File: src/rtl/x1_mem_sched_if.sv
// Bus bundle between the sharpx1 core, the ROM loader and the shared SRAM.
// The scheduler takes the slave view; the core/loader/memory side takes master.
interface x1_mem_sched_if #(
   parameter int AW = 17
);
   // Loader download stream
   logic          ioctl_download;
   logic [7:0]    ioctl_index;
   logic          ioctl_wr;
   logic [24:0]   ioctl_addr;
   logic [7:0]    ioctl_dout;
   logic          ioctl_wait;
   // Z80 bus requester
   logic          cpu_req;
   logic          cpu_we;
   logic [AW-1:0] cpu_addr;
   logic [7:0]    cpu_din;
   logic [7:0]    cpu_dout;
   logic          cpu_ack;
   logic          cpu_hold;
   // Single-port SRAM
   logic          mem_ce;
   logic          mem_we;
   logic [AW-1:0] mem_addr;
   logic [7:0]    mem_wdata;
   logic [7:0]    mem_rdata;
   // Status
   logic          load_done;
   logic          dl_err;

   modport slave (
      input  ioctl_download, ioctl_index, ioctl_wr, ioctl_addr, ioctl_dout,
      output ioctl_wait,
      input  cpu_req, cpu_we, cpu_addr, cpu_din,
      output cpu_dout, cpu_ack, cpu_hold,
      output mem_ce, mem_we, mem_addr, mem_wdata,
      input  mem_rdata,
      output load_done, dl_err
   );

   modport master (
      output ioctl_download, ioctl_index, ioctl_wr, ioctl_addr, ioctl_dout,
      input  ioctl_wait,
      output cpu_req, cpu_we, cpu_addr, cpu_din,
      input  cpu_dout, cpu_ack, cpu_hold,
      input  mem_ce, mem_we, mem_addr, mem_wdata,
      output mem_rdata,
      input  load_done, dl_err
   );
endinterface

File: src/rtl/x1_mem_sched.sv
// SRAM scheduler for the sharpx1 core: arbitrates the single-port byte SRAM
// between the ROM download stream (IPL / font images) and the Z80 bus, and
// keeps the CPU in reset while images are loading plus a short tail.
module x1_mem_sched #(
   parameter int            AW        = 17,
   parameter logic [AW-1:0] IPL_BASE  = 17'h00000,
   parameter int            IPL_SIZE  = 4096,
   parameter logic [AW-1:0] FONT_BASE = 17'h10000,
   parameter int            FONT_SIZE = 8192,
   parameter int            RD_LAT    = 2,
   parameter int            POST_HOLD = 16
) (
   input  logic           clk_sys,
   input  logic           reset_n,
   x1_mem_sched_if.slave  bus
);

   typedef enum logic [2:0] {
      ST_IDLE   = 3'd0,
      ST_DL_WR  = 3'd1,
      ST_CPU_WR = 3'd2,
      ST_CPU_RD = 3'd3,
      ST_ACK    = 3'd4
   } state_t;

   localparam int RW = (RD_LAT > 1) ? $clog2(RD_LAT) : 1;
   localparam int HW = (POST_HOLD > 0) ? $clog2(POST_HOLD + 1) : 1;
   localparam logic [RW-1:0] RD_LAST   = RW'(RD_LAT - 1);
   localparam logic [HW-1:0] HOLD_LOAD = HW'(POST_HOLD);
   localparam logic [24:0]   IPL_LIM   = 25'(IPL_SIZE);
   localparam logic [24:0]   FONT_LIM  = 25'(FONT_SIZE);

   state_t        state_q, state_d;
   logic [RW-1:0] rd_cnt_q, rd_cnt_d;
   logic [AW-1:0] lat_addr_q, lat_addr_d;
   logic [7:0]    lat_din_q, lat_din_d;
   logic [7:0]    cpu_dout_q, cpu_dout_d;
   logic          cpu_ack_q, cpu_ack_d;
   logic          mem_ce_q, mem_ce_d;
   logic          mem_we_q, mem_we_d;
   logic [AW-1:0] mem_addr_q, mem_addr_d;
   logic [7:0]    mem_wdata_q, mem_wdata_d;

   logic          buf_valid_q, buf_valid_d;
   logic [AW-1:0] buf_addr_q, buf_addr_d;
   logic [7:0]    buf_data_q, buf_data_d;

   logic          dl_q;
   logic          hold_q, hold_d;
   logic [HW-1:0] hold_cnt_q, hold_cnt_d;
   logic          done_q, done_d;
   logic          err_q, err_d;

   logic          map_ok_s, map_err_s;
   logic [AW-1:0] map_addr_s;
   logic          strobe_s, cap_s, err_evt_s, dl_rise_s, dl_fall_s;

   assign strobe_s  = bus.ioctl_download & bus.ioctl_wr;
   assign cap_s     = strobe_s & ~buf_valid_q & map_ok_s;
   // A strobe on a full buffer or to a known image past its end is lost.
   assign err_evt_s = strobe_s & (buf_valid_q | map_err_s);
   assign dl_rise_s = bus.ioctl_download & ~dl_q;
   assign dl_fall_s = ~bus.ioctl_download & dl_q;

   // Translate the loader image index/offset into an SRAM address.
   always_comb begin
      map_ok_s   = 1'b0;
      map_err_s  = 1'b0;
      map_addr_s = '0;
      case (bus.ioctl_index)
         8'd0: begin
            if (bus.ioctl_addr < IPL_LIM) begin
               map_ok_s   = 1'b1;
               map_addr_s = IPL_BASE + bus.ioctl_addr[AW-1:0];
            end else begin
               map_err_s  = 1'b1;
            end
         end
         8'd1: begin
            if (bus.ioctl_addr < FONT_LIM) begin
               map_ok_s   = 1'b1;
               map_addr_s = FONT_BASE + bus.ioctl_addr[AW-1:0];
            end else begin
               map_err_s  = 1'b1;
            end
         end
         default: begin
            map_ok_s   = 1'b0;
            map_err_s  = 1'b0;
         end
      endcase
   end

   // One-entry holding buffer: filled by a mapped strobe, drained by DL_WR.
   always_comb begin
      buf_valid_d = buf_valid_q;
      buf_addr_d  = buf_addr_q;
      buf_data_d  = buf_data_q;
      if (state_q == ST_DL_WR) begin
         buf_valid_d = 1'b0;
      end else if (cap_s) begin
         buf_valid_d = 1'b1;
         buf_addr_d  = map_addr_s;
         buf_data_d  = bus.ioctl_dout;
      end else begin
         buf_valid_d = buf_valid_q;
      end
   end

   // Arbiter next state plus registered SRAM/CPU strobes for the entered state.
   always_comb begin
      state_d     = state_q;
      rd_cnt_d    = rd_cnt_q;
      lat_addr_d  = lat_addr_q;
      lat_din_d   = lat_din_q;
      cpu_dout_d  = cpu_dout_q;
      cpu_ack_d   = 1'b0;
      mem_ce_d    = 1'b0;
      mem_we_d    = 1'b0;
      mem_addr_d  = '0;
      mem_wdata_d = 8'h00;
      case (state_q)
         ST_IDLE: begin
            // A byte captured this very cycle already wins, so the loader
            // sees ioctl_wait for a single cycle when the bus is idle.
            if (buf_valid_q || cap_s) begin
               state_d = ST_DL_WR;
            end else if (bus.cpu_req) begin
               lat_addr_d = bus.cpu_addr;
               lat_din_d  = bus.cpu_din;
               rd_cnt_d   = '0;
               state_d    = bus.cpu_we ? ST_CPU_WR : ST_CPU_RD;
            end else begin
               state_d = ST_IDLE;
            end
         end
         ST_DL_WR:  state_d = ST_IDLE;
         ST_CPU_WR: state_d = ST_ACK;
         ST_CPU_RD: begin
            if (rd_cnt_q == RD_LAST) begin
               cpu_dout_d = bus.mem_rdata;
               state_d    = ST_ACK;
            end else begin
               rd_cnt_d   = rd_cnt_q + RW'(1);
               state_d    = ST_CPU_RD;
            end
         end
         ST_ACK:    state_d = ST_IDLE;
         default:   state_d = ST_IDLE;
      endcase

      case (state_d)
         ST_DL_WR: begin
            mem_ce_d    = 1'b1;
            mem_we_d    = 1'b1;
            mem_addr_d  = buf_addr_d;
            mem_wdata_d = buf_data_d;
         end
         ST_CPU_WR: begin
            mem_ce_d    = 1'b1;
            mem_we_d    = 1'b1;
            mem_addr_d  = lat_addr_d;
            mem_wdata_d = lat_din_d;
         end
         ST_CPU_RD: begin
            mem_ce_d    = 1'b1;
            mem_addr_d  = lat_addr_d;
         end
         ST_ACK:    cpu_ack_d = 1'b1;
         default:   cpu_ack_d = 1'b0;
      endcase
   end

   // CPU hold, post-download countdown, completion pulse and sticky error.
   always_comb begin
      hold_d     = hold_q;
      hold_cnt_d = hold_cnt_q;
      done_d     = 1'b0;
      err_d      = err_evt_s | (err_q & ~dl_rise_s);
      if (dl_rise_s) begin
         // A new download cancels any tail countdown in progress.
         hold_d     = 1'b1;
         hold_cnt_d = '0;
      end else if (dl_fall_s) begin
         if (POST_HOLD == 0) begin
            hold_d = 1'b0;
            done_d = 1'b1;
         end else begin
            hold_cnt_d = HOLD_LOAD;
         end
      end else if ((hold_cnt_q != '0) && !buf_valid_q && (state_q != ST_DL_WR)) begin
         // The tail only runs once the last byte has reached the SRAM.
         hold_cnt_d = hold_cnt_q - HW'(1);
         if (hold_cnt_q == HW'(1)) begin
            hold_d = 1'b0;
            done_d = 1'b1;
         end else begin
            hold_d = hold_q;
         end
      end else begin
         hold_cnt_d = hold_cnt_q;
      end
   end

   // Arbiter state and registered bus outputs.
   always_ff @(posedge clk_sys or negedge reset_n) begin
      if (!reset_n) begin
         state_q     <= ST_IDLE;
         rd_cnt_q    <= '0;
         lat_addr_q  <= '0;
         lat_din_q   <= 8'h00;
         cpu_dout_q  <= 8'h00;
         cpu_ack_q   <= 1'b0;
         mem_ce_q    <= 1'b0;
         mem_we_q    <= 1'b0;
         mem_addr_q  <= '0;
         mem_wdata_q <= 8'h00;
      end else begin
         state_q     <= state_d;
         rd_cnt_q    <= rd_cnt_d;
         lat_addr_q  <= lat_addr_d;
         lat_din_q   <= lat_din_d;
         cpu_dout_q  <= cpu_dout_d;
         cpu_ack_q   <= cpu_ack_d;
         mem_ce_q    <= mem_ce_d;
         mem_we_q    <= mem_we_d;
         mem_addr_q  <= mem_addr_d;
         mem_wdata_q <= mem_wdata_d;
      end
   end

   // Download holding buffer registers.
   always_ff @(posedge clk_sys or negedge reset_n) begin
      if (!reset_n) begin
         buf_valid_q <= 1'b0;
         buf_addr_q  <= '0;
         buf_data_q  <= 8'h00;
      end else begin
         buf_valid_q <= buf_valid_d;
         buf_addr_q  <= buf_addr_d;
         buf_data_q  <= buf_data_d;
      end
   end

   // Download window edge detector, hold/tail and status registers.
   always_ff @(posedge clk_sys or negedge reset_n) begin
      if (!reset_n) begin
         dl_q       <= 1'b0;
         hold_q     <= 1'b0;
         hold_cnt_q <= '0;
         done_q     <= 1'b0;
         err_q      <= 1'b0;
      end else begin
         dl_q       <= bus.ioctl_download;
         hold_q     <= hold_d;
         hold_cnt_q <= hold_cnt_d;
         done_q     <= done_d;
         err_q      <= err_d;
      end
   end

   assign bus.ioctl_wait = buf_valid_q;
   assign bus.cpu_dout   = cpu_dout_q;
   assign bus.cpu_ack    = cpu_ack_q;
   assign bus.cpu_hold   = hold_q;
   assign bus.mem_ce     = mem_ce_q;
   assign bus.mem_we     = mem_we_q;
   assign bus.mem_addr   = mem_addr_q;
   assign bus.mem_wdata  = mem_wdata_q;
   assign bus.load_done  = done_q;
   assign bus.dl_err     = err_q;

endmodule
File: src/flat_wrapper.sv
// flat-port wrapper written by rule: the top's interface ports become plain ports
module x1_mem_sched_flat 
#(
   parameter int            AW        = 17,
   parameter logic [AW-1:0] IPL_BASE  = 17'h00000,
   parameter int            IPL_SIZE  = 4096,
   parameter logic [AW-1:0] FONT_BASE = 17'h10000,
   parameter int            FONT_SIZE = 8192,
   parameter int            RD_LAT    = 2,
   parameter int            POST_HOLD = 16
)
  (clk_sys, reset_n, bus_ioctl_download, bus_ioctl_index, bus_ioctl_wr, bus_ioctl_addr, bus_ioctl_dout, bus_ioctl_wait, bus_cpu_req, bus_cpu_we, bus_cpu_addr, bus_cpu_din, bus_cpu_dout, bus_cpu_ack, bus_cpu_hold, bus_mem_ce, bus_mem_we, bus_mem_addr, bus_mem_wdata, bus_mem_rdata, bus_load_done, bus_dl_err);
  x1_mem_sched_if #(.AW(AW)) bus_i ();
  input  logic clk_sys;
  input  logic reset_n;
  input wire logic [$bits(bus_i.ioctl_download)-1:0] bus_ioctl_download;
  input wire logic [$bits(bus_i.ioctl_index)-1:0] bus_ioctl_index;
  input wire logic [$bits(bus_i.ioctl_wr)-1:0] bus_ioctl_wr;
  input wire logic [$bits(bus_i.ioctl_addr)-1:0] bus_ioctl_addr;
  input wire logic [$bits(bus_i.ioctl_dout)-1:0] bus_ioctl_dout;
  output wire logic [$bits(bus_i.ioctl_wait)-1:0] bus_ioctl_wait;
  input wire logic [$bits(bus_i.cpu_req)-1:0] bus_cpu_req;
  input wire logic [$bits(bus_i.cpu_we)-1:0] bus_cpu_we;
  input wire logic [$bits(bus_i.cpu_addr)-1:0] bus_cpu_addr;
  input wire logic [$bits(bus_i.cpu_din)-1:0] bus_cpu_din;
  output wire logic [$bits(bus_i.cpu_dout)-1:0] bus_cpu_dout;
  output wire logic [$bits(bus_i.cpu_ack)-1:0] bus_cpu_ack;
  output wire logic [$bits(bus_i.cpu_hold)-1:0] bus_cpu_hold;
  output wire logic [$bits(bus_i.mem_ce)-1:0] bus_mem_ce;
  output wire logic [$bits(bus_i.mem_we)-1:0] bus_mem_we;
  output wire logic [$bits(bus_i.mem_addr)-1:0] bus_mem_addr;
  output wire logic [$bits(bus_i.mem_wdata)-1:0] bus_mem_wdata;
  input wire logic [$bits(bus_i.mem_rdata)-1:0] bus_mem_rdata;
  output wire logic [$bits(bus_i.load_done)-1:0] bus_load_done;
  output wire logic [$bits(bus_i.dl_err)-1:0] bus_dl_err;
  assign bus_i.ioctl_download = bus_ioctl_download;
  assign bus_i.ioctl_index = bus_ioctl_index;
  assign bus_i.ioctl_wr = bus_ioctl_wr;
  assign bus_i.ioctl_addr = bus_ioctl_addr;
  assign bus_i.ioctl_dout = bus_ioctl_dout;
  assign bus_ioctl_wait = bus_i.ioctl_wait;
  assign bus_i.cpu_req = bus_cpu_req;
  assign bus_i.cpu_we = bus_cpu_we;
  assign bus_i.cpu_addr = bus_cpu_addr;
  assign bus_i.cpu_din = bus_cpu_din;
  assign bus_cpu_dout = bus_i.cpu_dout;
  assign bus_cpu_ack = bus_i.cpu_ack;
  assign bus_cpu_hold = bus_i.cpu_hold;
  assign bus_mem_ce = bus_i.mem_ce;
  assign bus_mem_we = bus_i.mem_we;
  assign bus_mem_addr = bus_i.mem_addr;
  assign bus_mem_wdata = bus_i.mem_wdata;
  assign bus_i.mem_rdata = bus_mem_rdata;
  assign bus_load_done = bus_i.load_done;
  assign bus_dl_err = bus_i.dl_err;
  x1_mem_sched #(.AW(AW), .IPL_BASE(IPL_BASE), .IPL_SIZE(IPL_SIZE), .FONT_BASE(FONT_BASE), .FONT_SIZE(FONT_SIZE), .RD_LAT(RD_LAT), .POST_HOLD(POST_HOLD)) u_core (.clk_sys(clk_sys), .reset_n(reset_n), .bus(bus_i));
endmodule
File: config.mk
export PLATFORM = sky130hd
export DESIGN_NAME = x1_mem_sched_flat
export DESIGN_NICKNAME = d
export VERILOG_FILES = /design/src/rtl/x1_mem_sched_if.sv /design/src/rtl/x1_mem_sched.sv /design/src/flat_wrapper.sv
export SDC_FILE = /design/constraint.sdc
export NUM_CORES = 1
export LEC_CHECK = 0
export ABC_AREA = 0
export ABC_CLOCK_PERIOD_IN_PS = 3230
export BUFFER_PORTS_ARGS = -buffer_cell sky130_fd_sc_hd__buf_4
export CAP_MARGIN = 20
export CORE_ASPECT_RATIO = 1.25
export CORE_UTILIZATION = 57
export CTS_BUF_LIST = sky130_fd_sc_hd__clkbuf_4 sky130_fd_sc_hd__clkbuf_8
export DETAILED_ROUTE_END_ITERATION = 6
export PLACE_DENSITY = 0.86
export SLEW_MARGIN = 20
export SYNTH_ARGS = -nofsm -noshare
export SYNTH_HDL_FRONTEND = slang
export SYNTH_SLANG_ARGS = --single-unit
export TNS_END_PERCENT = 30
File: constraint.sdc
create_clock -name clk_sys -period 3.23 [get_ports clk_sys]
set_input_delay 0.1615 -clock clk_sys [delete_from_list [all_inputs] [get_ports clk_sys]]
set_output_delay 0.1615 -clock clk_sys [all_outputs]
set_load 0.01 [all_outputs]
### Yosys cells after proc, flatten, opt, wreduce, memory -nomap -nowiden

Cells that the tools add are included.

| operators by class | value |
|---|---|
| $add $sub $neg | 3 |
| magnitude comparators | 2 |
| equal/unequal tests | 13 |
| muxes and demuxes | 46 |
| bitwise operators | 13 |
| reduce and logical (&&, ||, !) cells | 18 |

Operators by type and width:

| cell | count |
|---|---|
| 2-to-1 mux 17 bit | 7 |
| case mux 17 bit (2 select lines) | 2 |
| 2-to-1 mux 8 bit | 5 |
| < comparator 25 x 13 -> 1 bit (second input constant) | 1 |
| < comparator 25 x 14 -> 1 bit (second input constant) | 1 |
| 2-to-1 mux 1 bit | 21 |
| adder 17 bit (first input constant) | 1 |
| case mux 8 bit (2 select lines) | 1 |
| 2-to-1 mux 5 bit | 3 |
| == test 3 x 2 -> 1 bit (second input constant) | 4 |
| 2-to-1 mux 3 bit | 3 |
| case mux 3 bit (3 select lines) | 1 |
| == test 8 x 1 -> 1 bit (second input constant) | 1 |
| logical NOT 8 bit | 1 |
| nonzero test 2 bit | 4 |
| bitwise AND 1 bit | 7 |
| == test 3 x 1 -> 1 bit (second input constant) | 2 |
| case mux 1 bit (2 select lines) | 3 |
| AND reduction 3 bit | 2 |
| == test 5 x 1 -> 1 bit (second input constant) | 1 |
| nonzero test 5 bit | 1 |
| subtractor 5 x 1 -> 5 bit (second input constant) | 1 |
| inequality test 2 bit (second input constant) | 2 |
| NOT 1 bit | 4 |
| 13 further kinds | 16 |

| storage, ports and cells | value |
|---|---|
| flip-flop bits (word level) | 100 |
| input port bits | 80 |
| word-level logic and storage cells | 113 |

### Longest topological paths before layout

Gate-level depths: netlist (run 1).

| logic depth | value |
|---|---|
| depth in word-level cells | 10 |
| depth in mapped cells | 8 |
| gate-level depth less buffers | 6 |

### Least setup slack after synthesis (run 1)

OpenSTA, ideal clock, no wires.

| path | value |
|---|---|
| path type | input to register |
| start | input port bus_ioctl_addr[24] |
| end | register u_core.mem_addr_q[12], in the netlist u_core.bus.mem_addr[12] |
| library setup time | 0.126 ns |
| arrival | 2.062 ns |
| required time | 3.104 ns |
| path slack | 1.042 ns |
| stages on the path | 6 |
| path through | or4_4 > nor4b_4 > and4_1 > buf_6 > mux2_2 > a221o_1 |

RTL lines:

| what | RTL line | text |
|---|---|---|
| start: declaration | flat_wrapper.sv:19 | `input wire logic [$bits(bus_i.ioctl_addr)-1:0] bus_ioctl_addr;` |
| < comparator 25 x 14 -> 1 bit or < comparator 25 x 13 -> 1 bit (tied branches) | x1_mem_sched.sv:80, x1_mem_sched.sv:72 |  |
| 2-to-1 mux 1 bit, on equally long branches | x1_mem_sched.sv:80, x1_mem_sched.sv:72 |  |
| case mux 1 bit (2 select lines) | x1_mem_sched.sv:70 | `case (bus.ioctl_index)` |
| bitwise AND 1 bit | x1_mem_sched.sv:59 | `assign cap_s = strobe_s & ~buf_valid_q & map_ok_s;` |
| 2-to-1 mux 17 bit (*) | x1_mem_sched.sv:101 | `end else if (cap_s) begin` |
| 2-to-1 mux 17 bit (*) | x1_mem_sched.sv:99 | `if (state_q == ST_DL_WR) begin` |
| net u_core.buf_addr_d[12] | x1_mem_sched.sv:45 | `logic [AW-1:0] buf_addr_q, buf_addr_d;` |
| case mux 17 bit (2 select lines) (*) | x1_mem_sched.sv:152 | `case (state_d)` |
| net u_core.mem_addr_d[12] | x1_mem_sched.sv:41 | `logic [AW-1:0] mem_addr_q, mem_addr_d;` |
| end signal: assignment | x1_mem_sched.sv:227 | `mem_addr_q <= mem_addr_d;` |
| end: declaration | x1_mem_sched.sv:41 |  |

Mark *: on every way through the listed nets, which the timed path passes. The rest lies on a longest branch.
A chain may end at the register's enable or synchronous reset.

### Worst setup path in the final report (run 1)

| path | value |
|---|---|
| start | input port bus_ioctl_download |
| end | register u_core.mem_addr_q[7], in the netlist u_core.bus.mem_addr[7] |

| between the ends | value |
|---|---|
| longest elaborated chain between the ends | 9 |

Ends and longest elaborated chain:

| what | RTL line | text |
|---|---|---|
| start: declaration | flat_wrapper.sv:16 | `input wire logic [$bits(bus_i.ioctl_download)-1:0] bus_ioctl_download;` |
| bitwise AND 1 bit (*) | x1_mem_sched.sv:58 | `assign strobe_s = bus.ioctl_download & bus.ioctl_wr;` |
| bitwise AND 1 bit (*) (2 in series) | x1_mem_sched.sv:59 |  |
| logical OR 1 bit | x1_mem_sched.sv:126 | `if (buf_valid_q \|\| cap_s) begin` |
| 2-to-1 mux 3 bit | x1_mem_sched.sv:126 |  |
| case mux 3 bit (3 select lines) | x1_mem_sched.sv:122 | `case (state_q)` |
| == test 3 x 2 -> 1 bit | x1_mem_sched.sv:152 |  |
| OR reduction 2 bit (no line) | -- |  |
| case mux 17 bit (2 select lines) (*) | x1_mem_sched.sv:152 |  |
| net u_core.mem_addr_d[7] | x1_mem_sched.sv:41 |  |

Marked as above.

==> results of run 1 <==
[worst max-delay path, delay by kind of cell]
kind | cells | cell delay (ps)
buffers and inverters | 4 | 1290
and+or+nand+nor | 2 | 180
AOI/OAI and AO/OA | 2 | 870
[state kept, by name, indices dropped and copies added (netlist names), 3 cells and up]
register,count
u_core.buf_data_q,8
u_core.state_q,3
u_core.bus.cpu_dout,8
u_core.hold_cnt_q,5
u_core.bus.mem_addr,17
u_core.bus.mem_wdata,8
u_core.lat_addr_q,17
u_core.buf_addr_q,17
[cell usage after synthesis, drive strengths merged, types with 2 or more instances]
cell,n
or4,4
nand3,3
clkbuf,8
a31oi,3
mux2i,11
a221o,13
buf,10
xor2,3
mux2,19
ha,3
nor2,8
and2,2
dfrtp,92
inv,22
nor4,2
a21oi,2
a22oi,3
nor2b,5
o21ai,5
nand2,72
nor3,4
xnor2,2
a211oi,2
a22o,9
and3,15
nand2b,2
[metal layers]
layer	wire, um	part of all wire [%]
met1	3130	36
met2	4710	55
met3	550	6.4
met4	205	2.4
met5	0	0
[final cells by class]
cell class / instances / share of cell area (%)
clock inverter: 6 / 0.944
timing repair buffer: 130 / 19.7
sequential: 92 / 45.7
tap: 87 / 2.16
multi-input combinational: 204 / 27.3
inverter: 22 / 1.64
clock buffer: 10 / 2.61
[final timing paths]
check | endpoint | slack, ps | cells past startpoint
min in group asynchronous | u_core.bus.cpu_dout[3] | 430 | 2
hold reg to reg | u_core.lat_addr_q[3] | 470 | 2
max in group asynchronous | u_core.bus.mem_addr[4] | 2270 | 2
hold / removal | u_core.lat_addr_q[3] | 10 | 3
setup / recovery | u_core.bus.mem_addr[7] | 970 | 8
setup reg to reg | u_core.bus.mem_addr[7] | 1020 | 6
[kinds of logic after synthesis]
logic type	share of synthesized area [%]
XOR/XNOR	1.14
adder cells (fa/ha/maj)	1.24
AND/OR/NAND/NOR	15.9
AO/OA/AOI/OAI	8.66
buffers and inverters	4.69
flip-flops	59.9
multiplexers	8.43
[power groups by stage]
| stage | clock (mW) | sequential, mW | combinational, mW |
|---|---|---|---|
| final | 0.700 | 1.62 | 1.17 |
| after global placement | 0 | 1.62 | 1.12 |
| after CTS | 0.713 | 1.62 | 1.17 |
| after global routing | 0.763 | 1.66 | 1.31 |
| after detailed placement | 0 | 1.64 | 1.17 |
| after floorplan | 0 | 1.69 | 0.591 |
[what timing repair did]
item                                   4_1_cts  5_1_grt
setup buffers                                0        0
resized for setup                            0        0
endpoints found under the hold margin        3       92
hold buffers                                 3        1
==> impl_metrics.json, run 1 <==
{
  "initial_core_util_pct": 58.9,
  "yosysTopAreaCell": "dfrtp_1",
  "yosysTopAreaCellShare_pct": 59.9,
  "insertion_delay_ps": 360,
  "crit_arrival_ps": 2500,
  "slowest_stage": "dlygate4sd3_1",
  "remaining_drc_errors": 0,
  "hpwl_um": 6000,
  "setup_ws_ps": 968,
  "clockBufferDepth": 2,
  "grtUsageTotal_pct": 26.2,
  "multiInputGateArea_mm2": 0.00137,
  "leakage_nw": 2.66,
  "grtUsageMet1_pct": 29.2,
  "cp.required_ps": 3470,
  "p_switching_mw": 1.16,
  "io_pins": 120,
  "path_cells": "dlygate4sd3_1 -> buf_4 -> nand2_1 -> nor2b_1 -> a32oi_1 -> inv_1 -> buf_4 -> a221o_1",
  "pre_cts_ws_ps": 691,
  "power.density_mw_per_mm2": 695,
  "cp-end-kind": "register",
  "antenna_found_initial": 0,
  "instances_no_fill": 551,
  "drt-total-wl_um": 8590,
  "drtIter0Drc": 132,
  "timing.hold.ws_ps": 11.0,
  "die_w_um": 75.4,
  "synth_area_mm2": 0.00384,
  "nFillCells": 451,
  "start_kind": "input pin",
  "utilization_pct": 77.2,
  "fmax_ghz": 0.442,
  "netlist_instances": 336,
  "synth-seq-cells": 92,
  "worst_slew_pin_slew_ps": 783,
  "worstSetupStartpoint": "bus_ioctl_download",
  "placed_cells": 531,
  "placed_area_mm2": 0.00481,
  "seqPwrFrac_pct": 46.5,
  "synth_edf_count": 0,
  "die_area_mm2": 0.00708,
  "clock_sinks": 92,
  "grt_first_pass_wirelength_um": 13500,
  "synth_nets": 419,
  "synthTopCellsByArea": "dfrtp_1 60%, nand2_1 7.0%, mux2_2 4.7%",
  "ys_types": 43,
  "ir_drop_v": 0.000443,
  "mostFrequentLayoutCell": "buf_4",
  "root_buffer": "clkbuf_8",
  "status": "finished, final reports clean",
  "core_mm2": 0.00652,
  "stdcell_area_mm2": 0.00503,
  "cts_buffers": 9,
  "crit_fanout": 13,
  "routedWlPerCell_um": 15.6,
  "cp_common_cell": "buf_4",
  "clkTransAtPathRegs_ps": 90,
  "setup_viol": 0,
  "fin_skew_ps": 13.3,
  "async_flop_share_pct": 100,
  "cts_max_level": 3,
  "grt_pass1_vias": 2959,
  "slew_headroom_pct": 47.8,
  "cpPeakStageDelay_ps": 540,
  "die_y_um": 93.8,
  "cts_tree": "yes",
  "rsz0062_at_grt": "false",
  "crit_type": "input pin to register",
  "grt_overflow": 0,
  "grt_max_degree": 93,
  "yosys_warnings": 0,
  "r2r-start": "u_core.state_q[0]",
  "syn-mean-instance-area_um2": 11.4,
  "vias": 2954,
  "grtUsageMet2_pct": 46.1,
  "syn_to_final_growth_pct": 31.0,
  "fin_nets": 542,
  "tns_ps": 0,
  "ys.flop_type": "dfrtp_1",
  "clkPwrFrac_pct": 20.0,
  "ff_latch_area_mm2": 0.00230,
  "switching_share_pct": 33.3,
  "io_buffer_count": 119,
  "busiest_layer": "met2",
  "final_cell_mix": "125 x buf_4, 92 x dfrtp_1, 72 x nand2_1",
  "drive_above_1_share_pct": 36.0,
  "intPower_mw": 2.33,
  "totalPowerFinal_mw": 3.50,
  "finalMaxSlewViolations": 0,
  "finalCriticalPeriod_ps": 2260,
  "use_met3_pct": 5.69,
  "synth_seq_area_share_pct": 59.9,
  "hold_start": "bus_cpu_addr[3]",
  "p_comb_share_pct": 33.5,
  "gp_congestion": 0.776,
  "antenna_cells": 0,
  "min_period_over_period_pct": 70.0,
  "row_count": 33,
  "first_pass_iters": 5,
  "drtAntennaViolNets": 0,
  "drv_cap": 0,
  "viasPerCell": 5.36,
  "hold_viol": 0,
  "hold_path_class": "input pin to register"
}
Power figures use the tool's default switching activity.
==> run 2: changes to the inputs <==
ABC_AREA = 1   (was 0)
ABC_CLOCK_PERIOD_IN_PS = 2300   (was 3230)
CORE_UTILIZATION = 54   (was 57)
PLACE_DENSITY = 0.8   (was 0.86)
clock period = 2.3 ns   (was 3.23 ns; I/O delays follow)
==> run 2 against run 1 <==
  * Count of clock-buffer cells in the layout down 1
  * Sequential cell count up 8
  * Synthesized cell count up 34%
  * Via count up 20%
  * Sequential share of layout area down 1.8 points
  * Critical endpoint is now u_core.bus.mem_addr[0]
  * Largest cell class unchanged
==> impl_metrics.json, run 2 <==
{
  "routedWlPerCell_um": 14.2,
  "synth_edf_count": 0,
  "rrSetupSlack_ps": 370,
  "cts_max_level": 3,
  "grt_overflow": 0,
  "synth-seq-cells": 100,
  "fmax_ghz": 0.518,
  "met2WireLength_um": 5130,
  "finalCriticalPeriod_ps": 1930,
  "antenna_found_initial": 0,
  "cp.required_ps": 2600,
  "min_period_over_period_pct": 83.9,
  "io_buffer_count": 119,
  "syn_to_final_growth_pct": 34.5,
  "clockBufferDepth": 2,
  "hold_start": "bus_cpu_addr[6]",
  "setup_viol": 0,
  "final_cell_mix": "177 x nand2_1, 125 x buf_4, 100 x dfrtp_1",
  "crit_arrival_ps": 2230,
  "rr_endpoint": "u_core.bus.mem_addr[0]",
  "path_cells": "inv_1 -> nand3_1 -> nor2_4 -> nand2_4 -> nand3_4 -> buf_4 -> nand2_1 -> o21ai_2 -> nand2_1 -> nand2_1",
  "seqPwrFrac_pct": 42.4,
  "cp_top_family": "simple AND/OR/NAND/NOR gates",
  "min_to": "u_core.lat_addr_q[6]",
  "synthTopCellsByArea": "dfrtp_1 59%, nand2_1 16%, inv_1 3.8%",
  "grt_pass1_vias": 3654,
  "yosysTopAreaCell": "dfrtp_1",
  "m1WireLength_um": 3980,
  "tns_ps": 0,
  "drive_above_1_share_pct": 30.0,
  "switching_share_pct": 33.9,
  "insertion_delay_ps": 360,
  "hold_depth": 3,
  "drv_cap": 0,
  "finalMaxSlewViolations": 0,
  "synth_most_common_cell": "nand2_1",
  "cp_common_cell": "nand2_1",
  "antenna_cells": 0,
  "slowest_stage": "buf_4",
  "cts_setup_buffers": 0,
  "ir_drop_v": 0.000552,
  "crit_type": "register to register",
  "critPathBufInv": 2,
  "yosys-top-cells-count": "177 x nand2_1, 100 x dfrtp_1, 43 x inv_1",
  "drtAntennaViolNets": 0,
  "timing.hold.ws_ps": 14.0,
  "reg2reg_depth": 10,
  "synth_seq_area_share_pct": 59.0,
  "worstSetupStartpoint": "u_core.bus.ioctl_wait",
  "hold_viol": 0,
  "start_kind": "register",
  "async_flop_share_pct": 100,
  "clock_sinks": 100,
  "drtIter0Drc": 172,
  "hpwl_um": 6570,
  "die_area_mm2": 0.00821,
  "row_count": 35,
  "power.density_mw_per_mm2": 1030,
  "grt_first_pass_wirelength_um": 16100,
  "yosysTopAreaCellShare_pct": 59.0,
  "hold_path_class": "input pin to register",
  "status": "finished, final reports clean",
  "cts_buffers": 9,
  "p_comb_share_pct": 35.2,
  "core_mm2": 0.00749,
  "crit_fanout": 36,
  "grtUsageTotal_pct": 26.1,
  "p_switching_mw": 1.99,
  "multiInputGateArea_mm2": 0.00146,
  "intPower_mw": 3.89,
  "slew_headroom_pct": 46.2,
  "vias": 3535,
  "clkPwrFrac_pct": 22.4,
  "io_pins": 120,
  "ys.flop_type": "dfrtp_1",
  "mostFrequentLayoutCell": "nand2_1",
  "worst_slew_pin_slew_ps": 807,
  "leakage_nw": 3.14,
  "netlist_instances": 451,
  "synth_area_mm2": 0.00424,
  "r2r-start": "u_core.bus.ioctl_wait",
  "nFillCells": 525,
  "cp-end-kind": "register",
  "cts_resized": 0,
  "ff_latch_area_mm2": 0.00250,
  "yosys_warnings": 0,
  "grt_max_degree": 65,
  "fin_skew_ps": 16.9,
  "drt-total-wl_um": 9890,
  "cts_tree": "yes",
  "viasPerCell": 5.06,
  "remaining_drc_errors": 0,
  "highest_layer": "met4",
  "root_buffer": "clkbuf_8",
  "syn-mean-instance-area_um2": 9.40,
  "die_w_um": 81.2,
  "ys_types": 33,
  "cpPeakStageDelay_ps": 430,
  "utilization_pct": 76.1,
  "initial_core_util_pct": 56.6,
  "die_y_um": 101,
  "routed-wl-met3_um": 533,
  "fin_nets": 685,
  "clkTransAtPathRegs_ps": 100,
  "totalPowerFinal_mw": 5.89,
  "synth_nets": 534,
  "gp_congestion": 0.755,
  "first_pass_iters": 4,
  "rsz0062_at_grt": "false"
}
-- run 2: power by group through the flow --
stage                     clock network (mW)  registers, mW  logic, mW
after CTS                               1.33           2.50       2.07
after global routing                    1.40           2.56       2.29
after global placement                     0           2.51       1.97
final                                   1.32           2.50       2.07
after floorplan                            0           2.62       1.19
after detailed placement                   0           2.53       2.02
-- run 2: worst min-delay path: stages --
cell and delay (ps):
buf_4 110, inv_1 60, o21ai_2 60
-- run 2: final cells by class --
cell class              instances  area share (%)
inverters                      46            3.03
well taps                      92            2.02
flip-flops and latches        100            43.9
repair buffers                153            21.4
multi-input cells             292            25.6
clock buffers                   9            2.17
clock inverters                 6            1.95
-- run 2: worst max-delay path by stage --
stage	to	slack (ps)	depth (start not counted)
2_1_floorplan	u_core.bus.mem_addr[11]	760	9
5_1_grt	u_core.bus.mem_addr[16]	210	9
3_5_place_dp	u_core.bus.mem_wdata[1]	360	13
6_report	u_core.bus.mem_addr[0]	370	10
3_3_place_gp	u_core.bus.mem_wdata[1]	400	13
4_1_cts	u_core.bus.mem_wdata[1]	400	10
-- run 2: cells by family (layout without fill, tap and decap cells) --
| kind of cell | after synthesis | after routing | synth area share (%) |
|---|---|---|---|
| AOI/OAI and AO/OA | 40 | 40 | 6.55 |
| buffers and inverters | 59 | 214 | 6.55 |
| muxes | 8 | 8 | 2.13 |
| adders and majority gates | 3 | 3 | 0.886 |
| DFF | 100 | 100 | 59.0 |
| and+or+nand+nor | 239 | 239 | 24.4 |
| xor gates and xnor gates | 2 | 2 | 0.413 |
-- run 2: what timing repair did --
item | 4_1_cts | 5_1_grt
hold buffers | 28 | 0
hold endpoints to repair | 88 | 0
setup endpoints to repair | 0 | 0
-- run 2: routing by layer --
layer / vias up / track usage, %
met4: 0 / 12.5
met2: 105 / 46.5
li1: 1710 / -
met3: 21 / 3.71
met5: - / 0
met1: 1699 / 30.4
-- run 2: stage by stage --
stage | setup slack, ps | cell area, um^2 | instances
final | 371 | 5700 | 698
after global routing | 209 | 5700 | 698
after CTS | 396 | 5700 | 698
after detailed placement | 363 | 5190 | 655
after global placement | 398 | 5190 | 655
after floorplan | 758 | 4240 | 451
==> run 3: changes to the inputs <==
ABC_CLOCK_PERIOD_IN_PS = 1950   (was 2300)
clock period = 1.95 ns   (was 2.3 ns; I/O delays follow)
==> run 3 against run 2 <==
  * Sequential share of layout area shrank 0.67 points
  * Critical path type unchanged
  * Cell count rose by 1.3%
  * Global-route usage rose by 0.30 points
  * Critical endpoint is now u_core.bus.mem_wdata[5]
  * Register-to-register slack got worse by 210 ps
  * Sequential power is 18% higher
  * Total power is 17% higher
  * Utilization rose by 1.2 points
  * Worst hold slack got worse by 1.4 ps
  * Setup slack worse by 210 ps
  * Cell area rose by 1.6%
==> impl_metrics.json, run 3 (synthesis gave the netlist of run 2 again) <==
{
  "status": "finished, final reports clean",
  "crit_type": "register to register",
  "nFillCells": 510,
  "pre_cts_ws_ps": 273,
  "die_w_um": 81.2,
  "clock_sinks": 100,
  "die_y_um": 101,
  "cts_max_level": 3,
  "viasPerCell": 5.04,
  "gp_congestion": 0.806,
  "grtUsageTotal_pct": 26.4,
  "worst_slew_pin_slew_ps": 633,
  "timing.hold.ws_ps": 12.6,
  "drtIter0Drc": 195,
  "finalCriticalPeriod_ps": 1790,
  "cp-end-kind": "register",
  "drt-total-wl_um": 9940,
  "setup_viol": 0,
  "grt_max_degree": 55,
  "fin_nets": 694,
  "clkTransAtPathRegs_ps": 90,
  "clkPwrFrac_pct": 19.3,
  "remaining_drc_errors": 0,
  "cts_buffers": 9,
  "initial_core_util_pct": 56.6,
  "drtAntennaViolNets": 0,
  "core_mm2": 0.00749,
  "p_switching_mw": 2.38,
  "placed_area_mm2": 0.00523,
  "instances_no_fill": 707,
  "finalMaxSlewViolations": 0,
  "fmax_ghz": 0.558,
  "setup_ws_ps": 159,
  "antenna_found_initial": 0,
  "cts_tree": "yes",
  "stdcell_area_mm2": 0.00579,
  "die_area_mm2": 0.00821,
  "root_buffer": "clkbuf_8",
  "crit_fanout": 10,
  "tns_ps": 0,
  "grt_pass1_vias": 3605,
  "io_pins": 120,
  "utilization_pct": 77.3,
  "routedWlPerCell_um": 14.1,
  "intPower_mw": 4.49,
  "power.density_mw_per_mm2": 1190,
  "fin_skew_ps": 13.4,
  "drive_above_1_share_pct": 30.2,
  "vias": 3565,
  "placed_cells": 657,
  "drv_cap": 0,
  "seqPwrFrac_pct": 43.0,
  "syn_to_final_growth_pct": 36.6,
  "row_count": 35,
  "hpwl_um": 6660,
  "hold_viol": 0,
  "switching_share_pct": 34.6,
  "antenna_cells": 0,
  "min_period_over_period_pct": 91.9,
  "mostFrequentLayoutCell": "nand2_1",
  "hold_path_class": "input pin to register",
  "grt_overflow": 0,
  "first_pass_iters": 4,
  "io_buffer_count": 119,
  "rsz0062_at_grt": "false",
  "final_cell_mix": "177 x nand2_1, 126 x buf_4, 100 x dfrtp_1",
  "leakage_nw": 3.18,
  "clockBufferDepth": 2,
  "hold_depth": 3,
  "ir_drop_v": 0.000713,
  "start_kind": "register",
  "slew_headroom_pct": 57.8,
  "reg2reg_depth": 9,
  "totalPowerFinal_mw": 6.87,
  "grt_first_pass_wirelength_um": 16000,
  "insertion_delay_ps": 360,
  "cp.required_ps": 2240,
  "crit_arrival_ps": 2080,
  "p_comb_share_pct": 37.7
}
-- run 3: cell count changes in the layout (fill, tap and decap cells not counted), sizes merged --
cell and delta:
clkbuf +1, dlygate4sd3 +5, bufinv -2, clkinv +1, buf +4
-- run 3: area by class of cell --
type / count / area (um^2) / area share, %
Tap cell: 92 / 115 / 1.99
Clock buffer: 10 / 138 / 2.38
Inverter: 46 / 173 / 2.98
Clock inverter: 5 / 60.1 / 1.04
Timing Repair Buffer: 162 / 1340 / 23.1
Sequential cell: 100 / 2500 / 43.2
Multi-Input combinational cell: 292 / 1470 / 25.3
-- run 3: timing repair --
action	CTS	global route
endpoints found under the hold margin	77	1
setup endpoints to repair	0	8
buffers inserted	0	2
hold buffers	32	1
resized for setup	0	1
-- run 3: worst max-delay path, cell delays in order (launching register included) --
cell,delay [ps]
dfrtp_1,370
inv_1,140
nor2_1,60
inv_1,110
nor2_1,70
nand2_1,190
o31ai_1,150
a21oi_2,390
nand3_1,160
nand2_1,90
-- run 3: path summary, 6_finish.rpt --
path                                       startpoint  slack (ps)                       to
worst max-delay path                u_core.state_q[1]         160  u_core.bus.mem_wdata[5]
worst max register to register      u_core.state_q[1]         160  u_core.bus.mem_wdata[5]
max in group asynchronous                     reset_n         950      u_core.lat_din_q[2]
worst min register to register  u_core.lat_addr_q[13]         480    u_core.lat_addr_q[13]
min in group asynchronous                     reset_n         280   u_core.bus.cpu_dout[3]
worst min-delay path                  bus_cpu_addr[3]          10     u_core.lat_addr_q[3]
-- run 3: routing by layer --
| metal | wire length (um) | track usage (%) | part of all wire, % |
|---|---|---|---|
| met1 | 3890 | 32.0 | 39 |
| met2 | 5320 | 45.1 | 54 |
| met3 | 468 | 3.98 | 4.7 |
| met4 | 254 | 13.7 | 2.6 |
| met5 | 0 | 0 | 0 |
-- run 3: power by group through the flow --
| stage | sequential (mW) | clock, mW | combinational, mW |
|---|---|---|---|
| global route | 3.01 | 1.44 | 2.85 |
| finish | 2.96 | 1.33 | 2.59 |
| CTS | 2.95 | 1.35 | 2.51 |
| detailed placement | 2.98 | 0 | 2.45 |
| global placement | 2.96 | 0 | 2.37 |
| floorplan | 3.09 | 0 | 1.40 |
